==> src/rtl/ps2_ascii_stream.sv <==
// ps2_ascii_stream
// Turns raw PS/2 set-2 scan bytes into case-correct ASCII characters.
// A small prefix FSM tracks the F0 (break) and E0 (extended) prefixes.
// Shift and caps-lock state are kept here as well.
// Characters are queued in a show-ahead FIFO with a valid/ready handshake.
// Optional build macro: PS2_REPEAT_FILTER_EN. When defined, a make code that
// repeats the last character-producing make (typematic repeat) is suppressed.
module ps2_ascii_stream #(
  parameter int FIFO_DEPTH   = 8,
  parameter int CAPS_DEFAULT = 0
) (
  input  logic                            clk,
  input  logic                            reset_n,
  input  logic [7:0]                      scan_code,
  input  logic                            scan_valid,
  output logic [7:0]                      ascii_data,
  output logic                            ascii_valid,
  input  logic                            ascii_ready,
  output logic [$clog2(FIFO_DEPTH+1)-1:0] fifo_count,
  output logic                            overflow,
  input  logic                            clr_overflow,
  output logic                            shift_active,
  output logic                            caps_lock
);

  localparam int PTR_W = $clog2(FIFO_DEPTH);
  localparam int CNT_W = $clog2(FIFO_DEPTH + 1);
  localparam logic [CNT_W-1:0] FULL_CNT = CNT_W'(FIFO_DEPTH);
  localparam logic [CNT_W-1:0] ZERO_CNT = {CNT_W{1'b0}};
  localparam logic [CNT_W-1:0] ONE_CNT  = CNT_W'(1);
  localparam logic [PTR_W-1:0] ZERO_PTR = {PTR_W{1'b0}};
  localparam logic [PTR_W-1:0] ONE_PTR  = PTR_W'(1);
  localparam logic             CAPS_RST = (CAPS_DEFAULT != 0);

  typedef enum logic [1:0] {
    ST_IDLE      = 2'd0,
    ST_BREAK     = 2'd1,
    ST_EXT       = 2'd2,
    ST_EXT_BREAK = 2'd3
  } state_t;

  // Bytes the receiver may deliver that carry no key information
  // (errors, BAT result, ACK, resend, pause prefix).
  function automatic logic is_ignored(input logic [7:0] code);
    logic res;
    case (code)
      8'h00, 8'hAA, 8'hE1, 8'hFA, 8'hFE, 8'hFF: res = 1'b1;
      default:                                  res = 1'b0;
    endcase
    return res;
  endfunction

  // Character lookup for a make event. Result is {valid, character}.
  function automatic logic [8:0] map_char(input logic [7:0] code,
                                          input logic       ext,
                                          input logic       shift,
                                          input logic       caps);
    logic [7:0] letter;
    logic       is_letter;
    logic [7:0] digit;
    logic [7:0] sym;
    logic       is_digit;
    logic [8:0] res;
    is_letter = 1'b1;
    case (code)
      8'h1C: letter = 8'h61;  8'h32: letter = 8'h62;  8'h21: letter = 8'h63;
      8'h23: letter = 8'h64;  8'h24: letter = 8'h65;  8'h2B: letter = 8'h66;
      8'h34: letter = 8'h67;  8'h33: letter = 8'h68;  8'h43: letter = 8'h69;
      8'h3B: letter = 8'h6A;  8'h42: letter = 8'h6B;  8'h4B: letter = 8'h6C;
      8'h3A: letter = 8'h6D;  8'h31: letter = 8'h6E;  8'h44: letter = 8'h6F;
      8'h4D: letter = 8'h70;  8'h15: letter = 8'h71;  8'h2D: letter = 8'h72;
      8'h1B: letter = 8'h73;  8'h2C: letter = 8'h74;  8'h3C: letter = 8'h75;
      8'h2A: letter = 8'h76;  8'h1D: letter = 8'h77;  8'h22: letter = 8'h78;
      8'h35: letter = 8'h79;  8'h1A: letter = 8'h7A;
      default: begin
        letter    = 8'h00;
        is_letter = 1'b0;
      end
    endcase
    is_digit = 1'b1;
    case (code)
      8'h45: begin digit = 8'h30; sym = 8'h29; end  // 0 )
      8'h16: begin digit = 8'h31; sym = 8'h21; end  // 1 !
      8'h1E: begin digit = 8'h32; sym = 8'h40; end  // 2 @
      8'h26: begin digit = 8'h33; sym = 8'h23; end  // 3 #
      8'h25: begin digit = 8'h34; sym = 8'h24; end  // 4 $
      8'h2E: begin digit = 8'h35; sym = 8'h25; end  // 5 %
      8'h36: begin digit = 8'h36; sym = 8'h5E; end  // 6 ^
      8'h3D: begin digit = 8'h37; sym = 8'h26; end  // 7 &
      8'h3E: begin digit = 8'h38; sym = 8'h2A; end  // 8 *
      8'h46: begin digit = 8'h39; sym = 8'h28; end  // 9 (
      default: begin
        digit    = 8'h00;
        sym      = 8'h00;
        is_digit = 1'b0;
      end
    endcase
    if (ext) begin
      case (code)
        8'h5A:   res = {1'b1, 8'h0D};   // keypad enter
        8'h4A:   res = {1'b1, 8'h2F};   // keypad slash
        default: res = 9'h000;
      endcase
    end else if (is_letter) begin
      // Letter table holds lowercase; uppercase is 0x20 below.
      res = {1'b1, (shift ^ caps) ? (letter - 8'h20) : letter};
    end else if (is_digit) begin
      // Caps lock deliberately has no effect on the digit row.
      res = {1'b1, shift ? sym : digit};
    end else begin
      case (code)
        8'h29:   res = {1'b1, 8'h20};   // space
        8'h5A:   res = {1'b1, 8'h0D};   // enter
        8'h66:   res = {1'b1, 8'h08};   // backspace
        8'h0D:   res = {1'b1, 8'h09};   // tab
        default: res = 9'h000;
      endcase
    end
    return res;
  endfunction

`ifdef PS2_REPEAT_FILTER_EN
  // Shift and caps keys never disturb the repeat filter memory.
  function automatic logic is_modifier(input logic [7:0] code);
    logic res;
    case (code)
      8'h12, 8'h59, 8'h58: res = 1'b1;
      default:             res = 1'b0;
    endcase
    return res;
  endfunction
`endif

  // Decoder / modifier state
  state_t     state_q, state_d;
  logic       lshift_q, lshift_d;
  logic       rshift_q, rshift_d;
  logic       caps_q, caps_d;
  logic       caps_held_q, caps_held_d;
  logic       shift_act_q;
  logic       make_s, brk_s, ext_s;
  logic [8:0] map_s;
  logic       push_req_s;
  logic [7:0] push_char_s;

`ifdef PS2_REPEAT_FILTER_EN
  logic       last_valid_q, last_valid_d;
  logic       last_ext_q, last_ext_d;
  logic [7:0] last_code_q, last_code_d;
  logic       last_match_s;
`endif

  // FIFO state
  logic [7:0]       mem_q [FIFO_DEPTH];
  logic [PTR_W-1:0] wr_ptr_q, wr_ptr_d;
  logic [PTR_W-1:0] rd_ptr_q, rd_ptr_d;
  logic [CNT_W-1:0] count_q, count_d;
  logic             overflow_q, overflow_d;
  logic [7:0]       head_q, head_d;
  logic             valid_q, valid_d;
  logic             pop_s, full_s, push_ok_s;

  // Prefix FSM: classify each received byte as ignored, prefix, make or break.
  always_comb begin
    state_d = state_q;
    make_s  = 1'b0;
    brk_s   = 1'b0;
    ext_s   = 1'b0;
    if (scan_valid) begin
      case (state_q)
        ST_IDLE: begin
          if (scan_code == 8'hF0) begin
            state_d = ST_BREAK;
          end else if (scan_code == 8'hE0) begin
            state_d = ST_EXT;
          end else if (is_ignored(scan_code)) begin
            state_d = ST_IDLE;
          end else begin
            make_s  = 1'b1;
            state_d = ST_IDLE;
          end
        end
        ST_BREAK: begin
          brk_s   = 1'b1;
          state_d = ST_IDLE;
        end
        ST_EXT: begin
          if (scan_code == 8'hF0) begin
            state_d = ST_EXT_BREAK;
          end else begin
            make_s  = 1'b1;
            ext_s   = 1'b1;
            state_d = ST_IDLE;
          end
        end
        ST_EXT_BREAK: begin
          // Extended break: only the repeat filter looks at it.
          brk_s   = 1'b1;
          ext_s   = 1'b1;
          state_d = ST_IDLE;
        end
        default: begin
          state_d = ST_IDLE;
        end
      endcase
    end else begin
      state_d = state_q;
    end
  end

  // Modifier tracking: shift-held bits and caps lock with a held bit so
  // typematic repeats of the caps key do not toggle it again.
  always_comb begin
    lshift_d    = lshift_q;
    rshift_d    = rshift_q;
    caps_d      = caps_q;
    caps_held_d = caps_held_q;
    if (make_s && !ext_s) begin
      case (scan_code)
        8'h12: lshift_d = 1'b1;
        8'h59: rshift_d = 1'b1;
        8'h58: begin
          caps_held_d = 1'b1;
          if (!caps_held_q) begin
            caps_d = ~caps_q;
          end else begin
            caps_d = caps_q;
          end
        end
        default: lshift_d = lshift_q;
      endcase
    end else if (brk_s && !ext_s) begin
      case (scan_code)
        8'h12:   lshift_d    = 1'b0;
        8'h59:   rshift_d    = 1'b0;
        8'h58:   caps_held_d = 1'b0;
        default: lshift_d    = lshift_q;
      endcase
    end else begin
      lshift_d = lshift_q;
    end
  end

  // Character generation for make events, with optional repeat suppression.
  always_comb begin
    map_s       = map_char(scan_code, ext_s, lshift_q | rshift_q, caps_q);
    push_char_s = map_s[7:0];
    push_req_s  = 1'b0;
`ifdef PS2_REPEAT_FILTER_EN
    last_valid_d = last_valid_q;
    last_ext_d   = last_ext_q;
    last_code_d  = last_code_q;
    last_match_s = last_valid_q && (last_code_q == scan_code) && (last_ext_q == ext_s);
    if (make_s && map_s[8]) begin
      if (last_match_s) begin
        push_req_s = 1'b0;
      end else begin
        push_req_s   = 1'b1;
        last_valid_d = 1'b1;
        last_ext_d   = ext_s;
        last_code_d  = scan_code;
      end
    end else if (make_s && (ext_s || !is_modifier(scan_code))) begin
      // A different non-character key interrupts the repeat run.
      last_valid_d = 1'b0;
    end else if (brk_s && last_match_s) begin
      last_valid_d = 1'b0;
    end else begin
      last_valid_d = last_valid_q;
    end
`else
    push_req_s = make_s && map_s[8];
`endif
  end

  // FIFO control: pointers, occupancy, sticky overflow and the next head.
  always_comb begin
    pop_s     = (count_q != ZERO_CNT) && ascii_ready;
    full_s    = (count_q == FULL_CNT);
    push_ok_s = push_req_s && (!full_s || pop_s);
    wr_ptr_d  = push_ok_s ? (wr_ptr_q + ONE_PTR) : wr_ptr_q;
    rd_ptr_d  = pop_s ? (rd_ptr_q + ONE_PTR) : rd_ptr_q;
    if (push_ok_s && !pop_s) begin
      count_d = count_q + ONE_CNT;
    end else if (!push_ok_s && pop_s) begin
      count_d = count_q - ONE_CNT;
    end else begin
      count_d = count_q;
    end
    // A drop takes priority over a simultaneous clear.
    if (push_req_s && full_s && !pop_s) begin
      overflow_d = 1'b1;
    end else if (clr_overflow) begin
      overflow_d = 1'b0;
    end else begin
      overflow_d = overflow_q;
    end
    valid_d = (count_d != ZERO_CNT);
    // The new head may be the character being written this very cycle.
    if (count_d == ZERO_CNT) begin
      head_d = 8'h00;
    end else if (push_ok_s && (rd_ptr_d == wr_ptr_q)) begin
      head_d = push_char_s;
    end else begin
      head_d = mem_q[rd_ptr_d];
    end
  end

  // Character storage; stale entries are harmless because pointers reset.
  always_ff @(posedge clk) begin
    if (push_ok_s) begin
      mem_q[wr_ptr_q] <= push_char_s;
    end
  end

  // State registers with synchronous active-low reset.
  always_ff @(posedge clk) begin
    if (!reset_n) begin
      state_q     <= ST_IDLE;
      lshift_q    <= 1'b0;
      rshift_q    <= 1'b0;
      caps_q      <= CAPS_RST;
      caps_held_q <= 1'b0;
      shift_act_q <= 1'b0;
      wr_ptr_q    <= ZERO_PTR;
      rd_ptr_q    <= ZERO_PTR;
      count_q     <= ZERO_CNT;
      overflow_q  <= 1'b0;
      head_q      <= 8'h00;
      valid_q     <= 1'b0;
    end else begin
      state_q     <= state_d;
      lshift_q    <= lshift_d;
      rshift_q    <= rshift_d;
      caps_q      <= caps_d;
      caps_held_q <= caps_held_d;
      shift_act_q <= lshift_d | rshift_d;
      wr_ptr_q    <= wr_ptr_d;
      rd_ptr_q    <= rd_ptr_d;
      count_q     <= count_d;
      overflow_q  <= overflow_d;
      head_q      <= head_d;
      valid_q     <= valid_d;
    end
  end

`ifdef PS2_REPEAT_FILTER_EN
  // Repeat filter memory: last character-producing make code.
  always_ff @(posedge clk) begin
    if (!reset_n) begin
      last_valid_q <= 1'b0;
      last_ext_q   <= 1'b0;
      last_code_q  <= 8'h00;
    end else begin
      last_valid_q <= last_valid_d;
      last_ext_q   <= last_ext_d;
      last_code_q  <= last_code_d;
    end
  end
`endif

  assign ascii_data   = head_q;
  assign ascii_valid  = valid_q;
  assign fifo_count   = count_q;
  assign overflow     = overflow_q;
  assign shift_active = shift_act_q;
  assign caps_lock    = caps_q;

endmodule

==> config.mk <==
export PLATFORM = sky130hd
export DESIGN_NAME = ps2_ascii_stream
export DESIGN_NICKNAME = d
export VERILOG_FILES = /design/src/rtl/ps2_ascii_stream.sv
export SDC_FILE = /design/constraint.sdc
export NUM_CORES = 1
export LEC_CHECK = 0
export BUFFER_PORTS_ARGS = -buffer_cell sky130_fd_sc_hd__clkbuf_2
export CAP_MARGIN = 20
export CORE_ASPECT_RATIO = 0.5
export CORE_MARGIN = 2
export CORE_UTILIZATION = 56
export CTS_CLUSTER_SIZE = 20
export DETAILED_ROUTE_END_ITERATION = 8
export PLACE_DENSITY = 0.79
export SLEW_MARGIN = 20
export SYNTH_ARGS = -nofsm -noshare
export SYNTH_HDL_FRONTEND = slang
export SYNTH_SLANG_ARGS = --single-unit
==> constraint.sdc <==
create_clock -name clk -period 3 [get_ports clk]
set_input_delay 0.15 -clock clk [delete_from_list [all_inputs] [get_ports clk]]
set_output_delay 0.15 -clock clk [all_outputs]
set_load 0.02 [all_outputs]
==> impl_metrics.py <==
metrics = {
    "final_layout": {
        "design_area_mm2": 0.00608,
        "num_antenna_cells": 0,
        "drive_above_1_share_pct": 29.1,
        "area_growth_pct": 15.9,
        "nNetsFinal": 542,
        "fin_cells": 647,
    },
    "global_route": {
        "grtUsageTotal_pct": 26.2,
        "antenna_found_initial": 0,
        "overflow": 0,
        "grt_pass1_vias": 3848,
        "grt_pass1_wl_mm": 20.2,
        "grt_max_degree": 26,
    },
    "logic_synthesis": {
        "synthTopCellsByArea": "edfxtp_1, dfxtp_1, mux4_2",
        "async_reset_ff_share_pct": 0,
        "ys_warn_count": 0,
        "dominantRegCellSynth": "edfxtp_1",
        "synth_seq_cells": 91,
        "syn_inst": 460,
        "yosysTopAreaCell": "edfxtp_1",
        "ys_types": 83,
        "syn_area_per_cell_um2": 11.4,
        "synth_top_cell_area_share_pct": 36.6,
        "synth_edf_count": 64,
        "synth-seq-area-share_pct": 46.9,
        "synth_area_mm2": 0.00525,
    },
    "critical_path": {
        "critPathRequiredTime_ps": 3190,
        "path_class": "flop to flop",
        "rr_worst_depth": 11,
        "endpoint": "ascii_data[4]",
        "rr_startpoint": "fifo_count[0]",
        "end_kind": "flop",
        "cp-start-kind": "flop",
        "path_max_fanout": 18,
        "crit_start": "fifo_count[0]",
        "reg2reg_to": "ascii_data[4]",
        "ff2ff_setup_slack_ps": 220,
        "worst-endpoint-arrival_ps": 2960,
    },
    "sta": {
        "whs_ps": 45.2,
        "fin_crit_ps": 2780,
        "setup_violations": 0,
        "report.final.slew_viol_count": 0,
        "finalCritPeriodShare_pct": 92.5,
        "relSlewSlack_pct": 45.2,
        "finalSetupTns_ps": 0,
        "finalHoldViolations": 0,
        "fin_skew_ps": 7.38,
        "fmax_mhz": 360,
        "rsz0062_at_grt": "no",
        "tightest_slew_ps": 822,
    },
    "clocking": {
        "clock_path_buffers": 2,
        "cts.sinks": 91,
        "post_cts_buffers": 0,
        "cts_hold_buffers": 0,
        "ctsResizeCount": 0,
        "htree_levels": 3,
        "cts_tree": "done",
        "cts_buffers": 9,
        "clk_latency_ps": 340,
        "clk_pin_slew_ps": 70,
        "cts_root_buffer": "clkbuf_16",
    },
    "power": {
        "leakagePower_uw": 0.00219,
        "pwr-share-comb_pct": 36.7,
        "power.switching_uw": 1340,
        "p_clk_share_pct": 27.6,
        "p_per_area_mw_per_mm2": 684,
        "seq_power_share_pct": 35.6,
        "post-layout-total-power_uw": 4160,
        "vdd_drop_max_v": 0.000436,
        "internal-power_uw": 2820,
        "p_sw_share_pct": 32.2,
    },
    "worst_hold_path": {
        "min_path_type": "input port to flop",
        "hp-start": "reset_n",
        "hold-path-cell-count": 2,
    },
    "drt": {
        "via_per_inst": 6.28,
        "first_iter_violations": 360,
        "wire_per_inst_um": 19.6,
        "drc": 0,
        "via_count": 4062,
        "wl_mm": 12.7,
        "drtPass1Iterations": 6,
        "drtAntennaViolNets": 0,
    },
    "die": {
        "coreArea_mm2": 0.00889,
        "start_util_pct": 59.0,
        "num_rows": 24,
        "die_h_um": 72.5,
        "io-pin-count": 29,
        "die_w_um": 141,
        "die-area_mm2": 0.0102,
    },
    "placed_design": {
        "place_area_mm2": 0.00577,
        "portBuffers": 28,
        "place_congestion": 0.977,
        "place_inst": 631,
        "dp_hpwl_mm": 9.07,
    },
    "flow_run": {
        "maxCapViolations": 0,
    },
    "outcome": {
        "status": "complete, no violations",
    },
}
-- per-layer routing --
layer | GRT usage [%] | wire length, um | up-vias | share of wire, %
met5 | 0 | 0 | - | 0
met3 | 5.35 | 889 | 32 | 7.0
met2 | 43.6 | 5880 | 198 | 46
li1 | - | - | 1902 | -
met4 | 8.11 | 254 | 0 | 2.0
met1 | 35.5 | 5660 | 1930 | 45
-- logic make-up after synthesis --
family,count (synthesis),synth area share [%]
buf+inv,44,4.74
simple gates,165,19.7
xor+xnor,9,2.00
flops,91,46.9
other cells,1,0.0715
fa+ha+maj,4,0.954
mux,36,10.9
compound gates,110,14.6
-- metrics by stage --
step | util, % | setup WS, ps
after CTS | 68.4 | 236
after detailed placement | 64.9 | 31.9
after floorplan | - | 57.2
final | 68.4 | 224
after global placement | 64.9 | 58.6
after global routing | 68.4 | 84.4
-- state kept, by name (all words and copies together) (netlist names) --
| signal | cells |
|---|---|
| caps_lock | 1 |
| caps_held_q | 1 |
| ascii_valid | 1 |
| overflow | 1 |
| wr_ptr_q | 3 |
| rd_ptr_q | 3 |
| ascii_data | 8 |
| shift_active | 1 |
| rshift_q | 1 |
| state_q | 2 |
| fifo_count | 4 |
| lshift_q | 1 |
| mem_q | 64 |
-- final cells by class --
type / count / area (um2)
clock buffers: 9 / 225
clock inverters: 7 / 85.1
fillers: 672 / 2810
inverters: 13 / 48.8
multi-input cells: 332 / 2560
flip-flops and latches: 91 / 2460
well taps: 117 / 146
repair buffers: 78 / 553
-- cells in the final DEF (no fill, tap or decap), drive strengths merged, types with 5 or more instances in the layout --
cell type / Yosys / routed
a32oi: 5 / 5
buf: 24 / 50
a21oi: 19 / 19
nand2: 29 / 29
mux2i: 12 / 12
conb: 1 / 8
clkbuf: 7 / 37
dfxtp: 27 / 27
xnor2: 8 / 8
o22ai: 6 / 6
nand3: 17 / 17
mux4: 16 / 16
o21ai: 31 / 31
nand2b: 6 / 6
nor4: 15 / 15
inv: 13 / 15
nor4bb: 5 / 5
nor3: 6 / 6
edfxtp: 64 / 64
and2: 6 / 6
mux2: 8 / 8
and2b: 5 / 5
a211oi: 14 / 14
nand4: 5 / 5
o211ai: 5 / 5
nor2b: 8 / 8
nor2: 36 / 36
-- how the worst min path moves through the flow --
stage,end
finish,wr_ptr_q[2]
global route,wr_ptr_q[2]
CTS,wr_ptr_q[2]
detailed placement,wr_ptr_q[2]
global placement,wr_ptr_q[2]
floorplan,wr_ptr_q[2]
-- synth_stat cells, types with 4 or more instances --
library cell  instances
a211oi_1             12
a21oi_1              18
a32oi_1               5
a41oi_1               4
and2_1                5
buf_2                10
buf_4                 7
buf_6                 6
clkbuf_1              7
dfxtp_1              27
edfxtp_1             64
ha_1                  4
inv_1                13
mux2_2                8
mux2i_1              11
mux4_2               16
nand2_1              28
nand2b_1              5
nand3_1              17
nand4_1               4
nor2_1               34
nor2b_1               8
nor3_1                6
nor4_1               11
nor4bb_1              5
o211ai_1              4
o21ai_0              27
o22ai_1               5
or2_2                 4
or3_1                 4
xnor2_1               7
-- worst max-delay path, stage by stage, from the launching register on --
cell and delay [ps]:
dfxtp_1 310, inv_1 70, ha_1 320, nand2b_4 90
o21ai_2 130, buf_4 170, xor2_4 170, buf_12 200
mux4_2 520, mux2_2 290, mux2i_1 250, a211oi_1 100
-- power groups by stage --
stage	sequential [uW]	combinational (uW)	clock (uW)
3_3_place_gp	1510	1490	0
6_report	1480	1530	1150
2_1_floorplan	1580	1030	0
3_5_place_dp	1510	1530	0
5_1_grt	1490	1650	1210
4_1_cts	1480	1530	1160
Power figures use the tool's default switching activity.
